<file path="src/rtl/bram_word_master.sv">
// bram_word_master: serialises byte/half/word core loads and stores onto a byte-wide BRAM port.
// Optional misalignment trap enabled by defining BRAM_MASTER_ALIGN_CHECK_EN.
module bram_word_master #(
    parameter int ADDR_WIDTH = 12
) (
    input  logic                  clk,
    input  logic                  resetn,
    input  logic                  req_valid,
    output logic                  req_ready,
    input  logic                  req_we,
    input  logic [1:0]            req_size,
    input  logic                  req_signed,
    input  logic [ADDR_WIDTH-1:0] req_addr,
    input  logic [31:0]           req_wdata,
    output logic                  rsp_valid,
    input  logic                  rsp_ready,
    output logic [31:0]           rsp_rdata,
    output logic                  rsp_err,
    output logic                  mem_read,
    output logic                  mem_we,
    output logic [ADDR_WIDTH-1:0] mem_addr,
    output logic [7:0]            mem_wdata,
    input  logic [7:0]            mem_rdata
);

    typedef enum logic [1:0] {
        IDLE,
        ACCESS,
        DRAIN,
        RESP
    } state_t;

    state_t                r_state;
    state_t                w_next;
    logic [ADDR_WIDTH-1:0] r_base;
    logic [1:0]            r_cnt;
    logic [1:0]            r_last;
    logic                  r_we;
    logic                  r_signed;
    logic [31:0]           r_wdata;
    logic [31:0]           r_rdata;
    logic [31:0]           r_rsp_rdata;
    logic [1:0]            w_req_last;
    logic [1:0]            w_cap_idx;
    logic [31:0]           w_full;
    logic                  w_misalign;

    function automatic logic [31:0] f_extend(
        input logic [31:0] d,
        input logic [1:0]  last,
        input logic        sgn
    );
        logic [31:0] v;
        unique case (last)
            2'd0:    v = {{24{sgn & d[7]}}, d[7:0]};
            2'd1:    v = {{16{sgn & d[15]}}, d[15:0]};
            default: v = d;
        endcase
        return v;
    endfunction

    always_comb begin
        unique case (req_size)
            2'b00:   w_req_last = 2'd0;
            2'b01:   w_req_last = 2'd1;
            default: w_req_last = 2'd3;
        endcase
    end

`ifdef BRAM_MASTER_ALIGN_CHECK_EN
    logic r_err;

    assign w_misalign = ((req_size == 2'b01) && req_addr[0])
                     || (req_size[1] && (req_addr[1:0] != 2'b00));
    assign rsp_err    = r_err;

    always_ff @(posedge clk) begin
        if (!resetn) begin
            r_err <= 1'b0;
        end else if (r_state == IDLE && req_valid) begin
            r_err <= w_misalign;
        end
    end
`else
    assign w_misalign = 1'b0;
    assign rsp_err    = 1'b0;
`endif

    // Byte k-1 arrives on mem_rdata while ACCESS is issuing byte k.
    assign w_cap_idx = r_cnt - 2'd1;
    assign rsp_rdata = r_rsp_rdata;

    always_comb begin
        w_full = r_rdata;
        w_full[{r_last, 3'b000} +: 8] = mem_rdata;
    end

    always_ff @(posedge clk) begin
        if (!resetn) begin
            r_state <= IDLE;
        end else begin
            r_state <= w_next;
        end
    end

    always_comb begin
        w_next    = r_state;
        req_ready = 1'b0;
        rsp_valid = 1'b0;
        mem_read  = 1'b0;
        mem_we    = 1'b0;
        mem_addr  = '0;
        mem_wdata = 8'h00;
        unique case (r_state)
            IDLE: begin
                req_ready = 1'b1;
                if (req_valid) begin
                    w_next = w_misalign ? RESP : ACCESS;
                end
            end
            ACCESS: begin
                mem_read  = !r_we;
                mem_we    = r_we;
                mem_addr  = r_base + ADDR_WIDTH'(r_cnt);
                mem_wdata = r_wdata[{r_cnt, 3'b000} +: 8];
                if (r_cnt == r_last) begin
                    w_next = r_we ? RESP : DRAIN;
                end
            end
            DRAIN: begin
                w_next = RESP;
            end
            RESP: begin
                rsp_valid = 1'b1;
                if (rsp_ready) begin
                    w_next = IDLE;
                end
            end
            default: w_next = IDLE;
        endcase
    end

    always_ff @(posedge clk) begin
        if (!resetn) begin
            r_base      <= '0;
            r_cnt       <= 2'd0;
            r_last      <= 2'd0;
            r_we        <= 1'b0;
            r_signed    <= 1'b0;
            r_wdata     <= 32'h0;
            r_rdata     <= 32'h0;
            r_rsp_rdata <= 32'h0;
        end else begin
            unique case (r_state)
                IDLE: begin
                    if (req_valid) begin
                        r_base      <= req_addr;
                        r_cnt       <= 2'd0;
                        r_last      <= w_req_last;
                        r_we        <= req_we;
                        r_signed    <= req_signed;
                        r_wdata     <= req_wdata;
                        r_rdata     <= 32'h0;
                        r_rsp_rdata <= 32'h0;
                    end
                end
                ACCESS: begin
                    r_cnt <= r_cnt + 2'd1;
                    if (!r_we && (r_cnt != 2'd0)) begin
                        r_rdata[{w_cap_idx, 3'b000} +: 8] <= mem_rdata;
                    end
                end
                DRAIN: begin
                    r_rsp_rdata <= f_extend(w_full, r_last, r_signed);
                end
                default: begin
                end
            endcase
        end
    end

endmodule

</file>
<file path="config.mk">
export PLATFORM = sky130hd
export DESIGN_NAME = bram_word_master
export DESIGN_NICKNAME = d
export VERILOG_FILES = /design/src/rtl/bram_word_master.sv
export SDC_FILE = /design/constraint.sdc
export NUM_CORES = 1
export LEC_CHECK = 0
export BUFFER_PORTS_ARGS = -buffer_cell sky130_fd_sc_hd__buf_2
export CAP_MARGIN = 20
export CORE_MARGIN = 2
export CORE_UTILIZATION = 60
export CTS_BUF_LIST = sky130_fd_sc_hd__clkbuf_4 sky130_fd_sc_hd__clkbuf_8
export DETAILED_ROUTE_END_ITERATION = 10
export PLACE_DENSITY = 0.87
export SLEW_MARGIN = 30
export SYNTH_ARGS = -nofsm -noshare
export SYNTH_HDL_FRONTEND = slang
export SYNTH_SLANG_ARGS = --single-unit
</file>
<file path="constraint.sdc">
create_clock -name clk -period 4 [get_ports clk]
set_input_delay 1 -clock clk [delete_from_list [all_inputs] [get_ports clk]]
set_output_delay 1 -clock clk [all_outputs]
set_load 0.01 [all_outputs]
</file>
==> Yosys cells after proc, flatten, opt, wreduce, memory -nomap -nowiden <==
Index checks and enable logic that the tools add are counted.
{ "classes": {"n_addsub": 5, "mul": 0, "n_div": 0, "n_lt_le_gt_ge": 0, "eq_ne": 10, "shifts": 5, "n_mux": 21, "bitwise_logic": 2, "reduce_logical": 13} }
{ "ops": {"columns": ["cell", "count"], "rows": [
  ["$pmux W32 S2", 3],
  ["$bwmux W32", 2],
  ["$mux W32", 2],
  ["$shift A8 B7 Y32 const A", 2],
  ["$shiftx A8 B7 Y32", 2],
  ["$shiftx A32 B6 Y8", 1],
  ["$neg A5 Y7", 2],
  ["$add A12 B2 Y12", 1],
  ["$mux W12", 1],
  ["$mux W2", 4],
  ["$mux W8", 1],
  ["$ne A2 B2 Y1 const B", 4],
  ["$pmux W2 S2", 2],
  ["$pmux W2 S4", 1],
  ["$eq A2 B1 Y1 const B", 3],
  ["$logic_not A2 Y1", 3],
  ["$reduce_and A2 Y1", 3],
  ["$reduce_and A3 Y1", 2],
  ["$reduce_bool A2 Y1", 3],
  ["$mux W1", 5],
  ["$eq A2 B2 Y1 const B", 2],
  ["$add A2 B1 Y2 const B", 1],
  ["$and A1 B1 Y1", 2],
  ["$eq A2 B2 Y1", 1],
  ["other kinds (3)", 3]
]} }
{ "word_totals": {"ff_bits": 116, "latch_bits": 0, "ram_bits": 0, "romBits": 0, "in_bits": 60, "output_inout_bits": 57, "elab_cells": 65, "n_memories": 0} }

==> Longest topological paths before layout <==
{ "depth": {"word_depth": 6, "mapped_depth": 8, "ltp_nobuf": 7} }

==> Worst setup path before layout <==
OpenSTA, ideal clock, no wires.
{ "synth_path": {"path_kind": "register to output", "start": "register r_cnt[1]", "end": "output port mem_addr[8]", "arrival_time_ns": 1.919, "required_time_ns": 3.000, "path_slack_ns": 1.081, "path_stages_with_launch": 8, "path_buffers": 1, "cell_sequence": "dfxtp_1 clkbuf_1 inv_1 fa_1 nor2b_1 nand4_1 xnor2_1 and2_1"} }
{ "synth_via": {"elab_chain_len": 2} }
{ "synth_lines": {"columns": ["item", "line", "rtl"], "rows": [
  ["start: declaration", "36", "logic [1:0] r_cnt;"],
  ["start signal: assignment", "168", "r_cnt <= r_cnt + 2'd1;"],
  ["$add A12 B2 Y12", "124", "mem_addr = r_base + ADDR_WIDTH'(r_cnt);"],
  ["$mux W12", "114", "unique case (r_state)"],
  ["end: declaration", "21", "output logic [ADDR_WIDTH-1:0] mem_addr,"]
]} }
No other way between the ends.

==> Worst setup path in the final report <==
{ "layout_path": {"start": "register r_last[0]", "end": "register r_rsp_rdata[30], in the netlist rsp_rdata[30]"} }
{ "layout_via": {"elab_chain_len": 6, "elab_cells_between_ends": 10, "classes_between": "add/sub (1); eq/ne (1); shift (2); mux (3); bitwise (2); reduce/logical (1)"} }
{ "layout_lines": {"columns": ["item", "line", "rtl"], "rows": [
  ["start: declaration", "37", "logic [1:0] r_last;"],
  ["start signal: assignment", "159", "r_last <= w_req_last;"],
  ["$neg A5 Y7", "95", "w_full[{r_last, 3'b000} +: 8] = mem_rdata;"],
  ["$shiftx A8 B7 Y32 or $shift A8 B7 Y32 (tied branches)", "95", null],
  ["$bwmux W32", "95", null],
  ["$and A1 B1 Y1 (on tied branches)", "56, 55", null],
  ["$pmux W32 S2 (*)", "54", "unique case (last)"],
  ["$pmux W32 S2 (*)", "154", "unique case (r_state)"],
  ["end signal: assignment", "174", "r_rsp_rdata <= f_extend(w_full, r_last, r_signed);"],
  ["end: declaration", "42", "logic [31:0] r_rsp_rdata;"]
]} }
Mark *: on every way between the ends. The rest lies on a longest branch, timed or not.
A chain may end at the register's enable or synchronous reset.

==> impl_results.md <==
* Number of synthesized flops with an enable pin at 0
* Routability cong. at between 0.8 and 0.9
* Vias in the first global route at approximately 4,400
* ANT nets after route at 0
* Final setup violating endpoints at 0
* CTS Root Buffer Type: clkbuf_8
* Period utilization at a little under nine tenths
* Place WS at between 500 and 600 ps
* Final Net Count at between 700 and 800
* Async set-reset flop share out of synthesis at 0%
* # diodes at 0
* Worst reg2reg path startpoint: r_last[0]$_SDFFE_PN0P_
* Yosys cell types at between 50 and 60
* Worst path required time at between 4000 and 5000 ps
* Syn Area/Cell at roughly 9.6 um^2
* Worst-skew pair later-pin latency at 430 ps
* Largest net degree at the start of global routing at a little under 80
* HP Class: flop to flop
* Die area at between 0.009 and 0.01 mm^2
* Crit path launch: r_last[0]$_SDFFE_PN0P_
* H-tree depth at 4
* Violation count after the first detailed-route iteration at 199
* Most frequent cells in the layout: dfxtp_1, buf_2, nand2_1
* Cells after synthesis at roughly 570
* Worst-margin pin slew at just over 900 ps
* Final cell count without fillers at approximately 800
* Final Max Tran Viols at 0
* Total CTS buffers at 17
* DRC at 0
* Port Buf Inserts at 115
* Status: completed
* Share of cells above drive strength 1 at between 20% and 30%
* Min cycle time layout at 3425 ps
* Ranking of synthesized cells by area: dfxtp_1, a21boi_0, nand2_1, a221oi_1, and2_1
* Leak at 2.657 nW
* Ys flop type: dfxtp_1
* Post-Route WL at 12,650 um
* Die width at between 90 and 100 um
* Synth-to-layout area growth at 18.67%
* Initial antenna violation count at 0
* Placeable Area at 0.008763 mm^2
* Share of the synthesized area in the top cell type at 42.62%
* CTS tree: yes
* DR pass1 iterations at 5
* Starting density of the core at about 62%
* Placed insts at about 760
* First-pass GRT wire length at approximately 21,000 um
* #FFs+latches synth at 116
* Crit-path max FO at 22
* Setup Crit Path Kind: flop to flop
* Seq/Total Area, Yosys at a little over two fifths
* Peak supply drop at slightly above 0.3 mV
* Post-route setup slack at ~580 ps
* Critical Path Sink Type: flop
* Post-Synthesis Cell Area at about 0.0054 mm^2
* Crit start category: flop
* Max cap viols at 0
* FMAX at a little under 300 MHz
* Deepest clock path buffer count at 2
* Sum of negative setup slack at 0 ps
* Via/cell ratio at a little under 6
* Pwr Density at 558.1 mW/mm^2
* Synth warn at 0
* Routed wire per std cell at 16.01 um
* Overall Global Routing Usage at between 20% and 30%
* CTS sink count at around 120
* RSZ-0062 raised after global routing: no
* Commonest non-fill, non-tap cell in the layout: dfxtp_1
* Hold_sp: rsp_rdata[10]$_SDFFE_PN0P_
* Die H at 99.30 um
* Synth area leader: dfxtp_1
* FP Rows at 34
* GRT overflow at 0
* Post-DP HPWL at roughly 8500 um
* Setup bufs post-CTS at 0
* Final Util at roughly three quarters
* Arr. time, crit path at 3700 ps
* Hold buffers post-CTS at 0
* Post_cts resized at 0
* Synth Net Count at approximately 640
* Clk pin slew, worst setup/hold paths at around 70 ps
* Clock Skews at between 10 and 15 ps
* Io pins at about 120
* Rel. slew slack at between 30% and 40%
* Via count at approximately 4,600
* Hold Slack at approximately 460 ps
* Fin. Hold Viols at 0
-- worst max-delay path, cell delays in order, from the launching register on --
cell and delay (ps):
dfxtp_1 400, inv_1 190, ha_1 660, or2_0 790
nand2_1 210, o311ai_4 850, o2bb2ai_1 200
-- final timing paths --
| path | endpoint | slack [ps] | cells after the start |
|---|---|---|---|
| worst max-delay path | rsp_rdata[30]$_SDFFE_PN0P_ | 580 | 6 |
| worst min-delay path | rsp_rdata[10]$_SDFFE_PN0P_ | 460 | 1 |
| worst max register to register | rsp_rdata[30]$_SDFFE_PN0P_ | 580 | 6 |
| worst min register to register | rsp_rdata[10]$_SDFFE_PN0P_ | 460 | 1 |
-- where the power goes --
part / total [mW] / switching [mW] / leakage, nW / internal, mW
Sequential: 1.37 / 0.0963 / 0.942 / 1.28
Clock: 1.19 / 0.490 / 0.208 / 0.700
Combinational: 1.04 / 0.661 / 1.51 / 0.384
-- per-stage QoR --
| stage | area [um^2] | power (mW) |
|---|---|---|
| 4_1_cts | 6464 | 3.617 |
| 3_3_place_gp | 6027 | 2.382 |
| 5_1_grt | 6466 | 3.811 |
| 6_report | 6466 | 3.609 |
| 3_5_place_dp | 6027 | 2.434 |
| 2_1_floorplan | 5449 | 2.161 |
-- registers in the layout, indices dropped and copies added, names as in the netlist --
signal,count
r_rdata,32
r_state,2
r_signed,1
r_last,2
r_base,12
r_we,1
r_wdata,32
rsp_rdata,32
r_cnt,2
-- cells in the mapped netlist (2+ instances only) --
master / count
and4_4: 2
mux4_2: 8
nand3_1: 2
xnor2_1: 7
nor2b_1: 23
nand2_1: 114
xor2_1: 4
nor4b_4: 2
a22oi_1: 8
buf_2: 11
clkbuf_1: 21
inv_1: 10
and3_2: 8
a21boi_0: 58
nand4b_1: 2
a21boi_1: 2
and3_1: 2
o21ai_0: 11
nor2_1: 4
nand4_1: 4
and2_1: 31
a221oi_1: 23
o2bb2ai_1: 13
buf_6: 3
o31ai_1: 2
ha_1: 15
a22o_1: 16
nor3b_1: 2
o21a_1: 3
dfxtp_1: 116
nand2b_1: 4
nor4_1: 2
clkinv_1: 2
o2bb2ai_2: 10
-- cell families after synthesis --
| family | after synthesis | share of synthesized area [%] |
|---|---|---|
| simple gates | 211 | 20.44 |
| compound gates | 153 | 23.70 |
| flops | 116 | 42.62 |
| buf+inv | 49 | 4.110 |
| fa+ha+maj | 16 | 3.812 |
| xor+xnor | 11 | 1.768 |
| mux | 9 | 3.490 |
| other cells | 1 | 0.06882 |
-- layer usage --
metal / part of all wire, % / up-vias / track usage (%)
met5: 0 / - / 0
met4: 1.3 / 0 / 7.798
met3: 7.0 / 24 / 7.379
met2: 49 / 183 / 43.09
met1: 43 / 2151 / 34.20
li1: - / 2220 / -
-- layout make-up --
type                    count  area [um^2]
clock buffers              19        255.2
clock inverters            13        181.4
fillers                   630         2297
inverters                  12        45.04
multi-input cells         401         2907
flip-flops and latches    116         2322
well taps                 108        135.1
repair buffers            121        620.6
No activity file was read; power rests on OpenSTA's default activity.
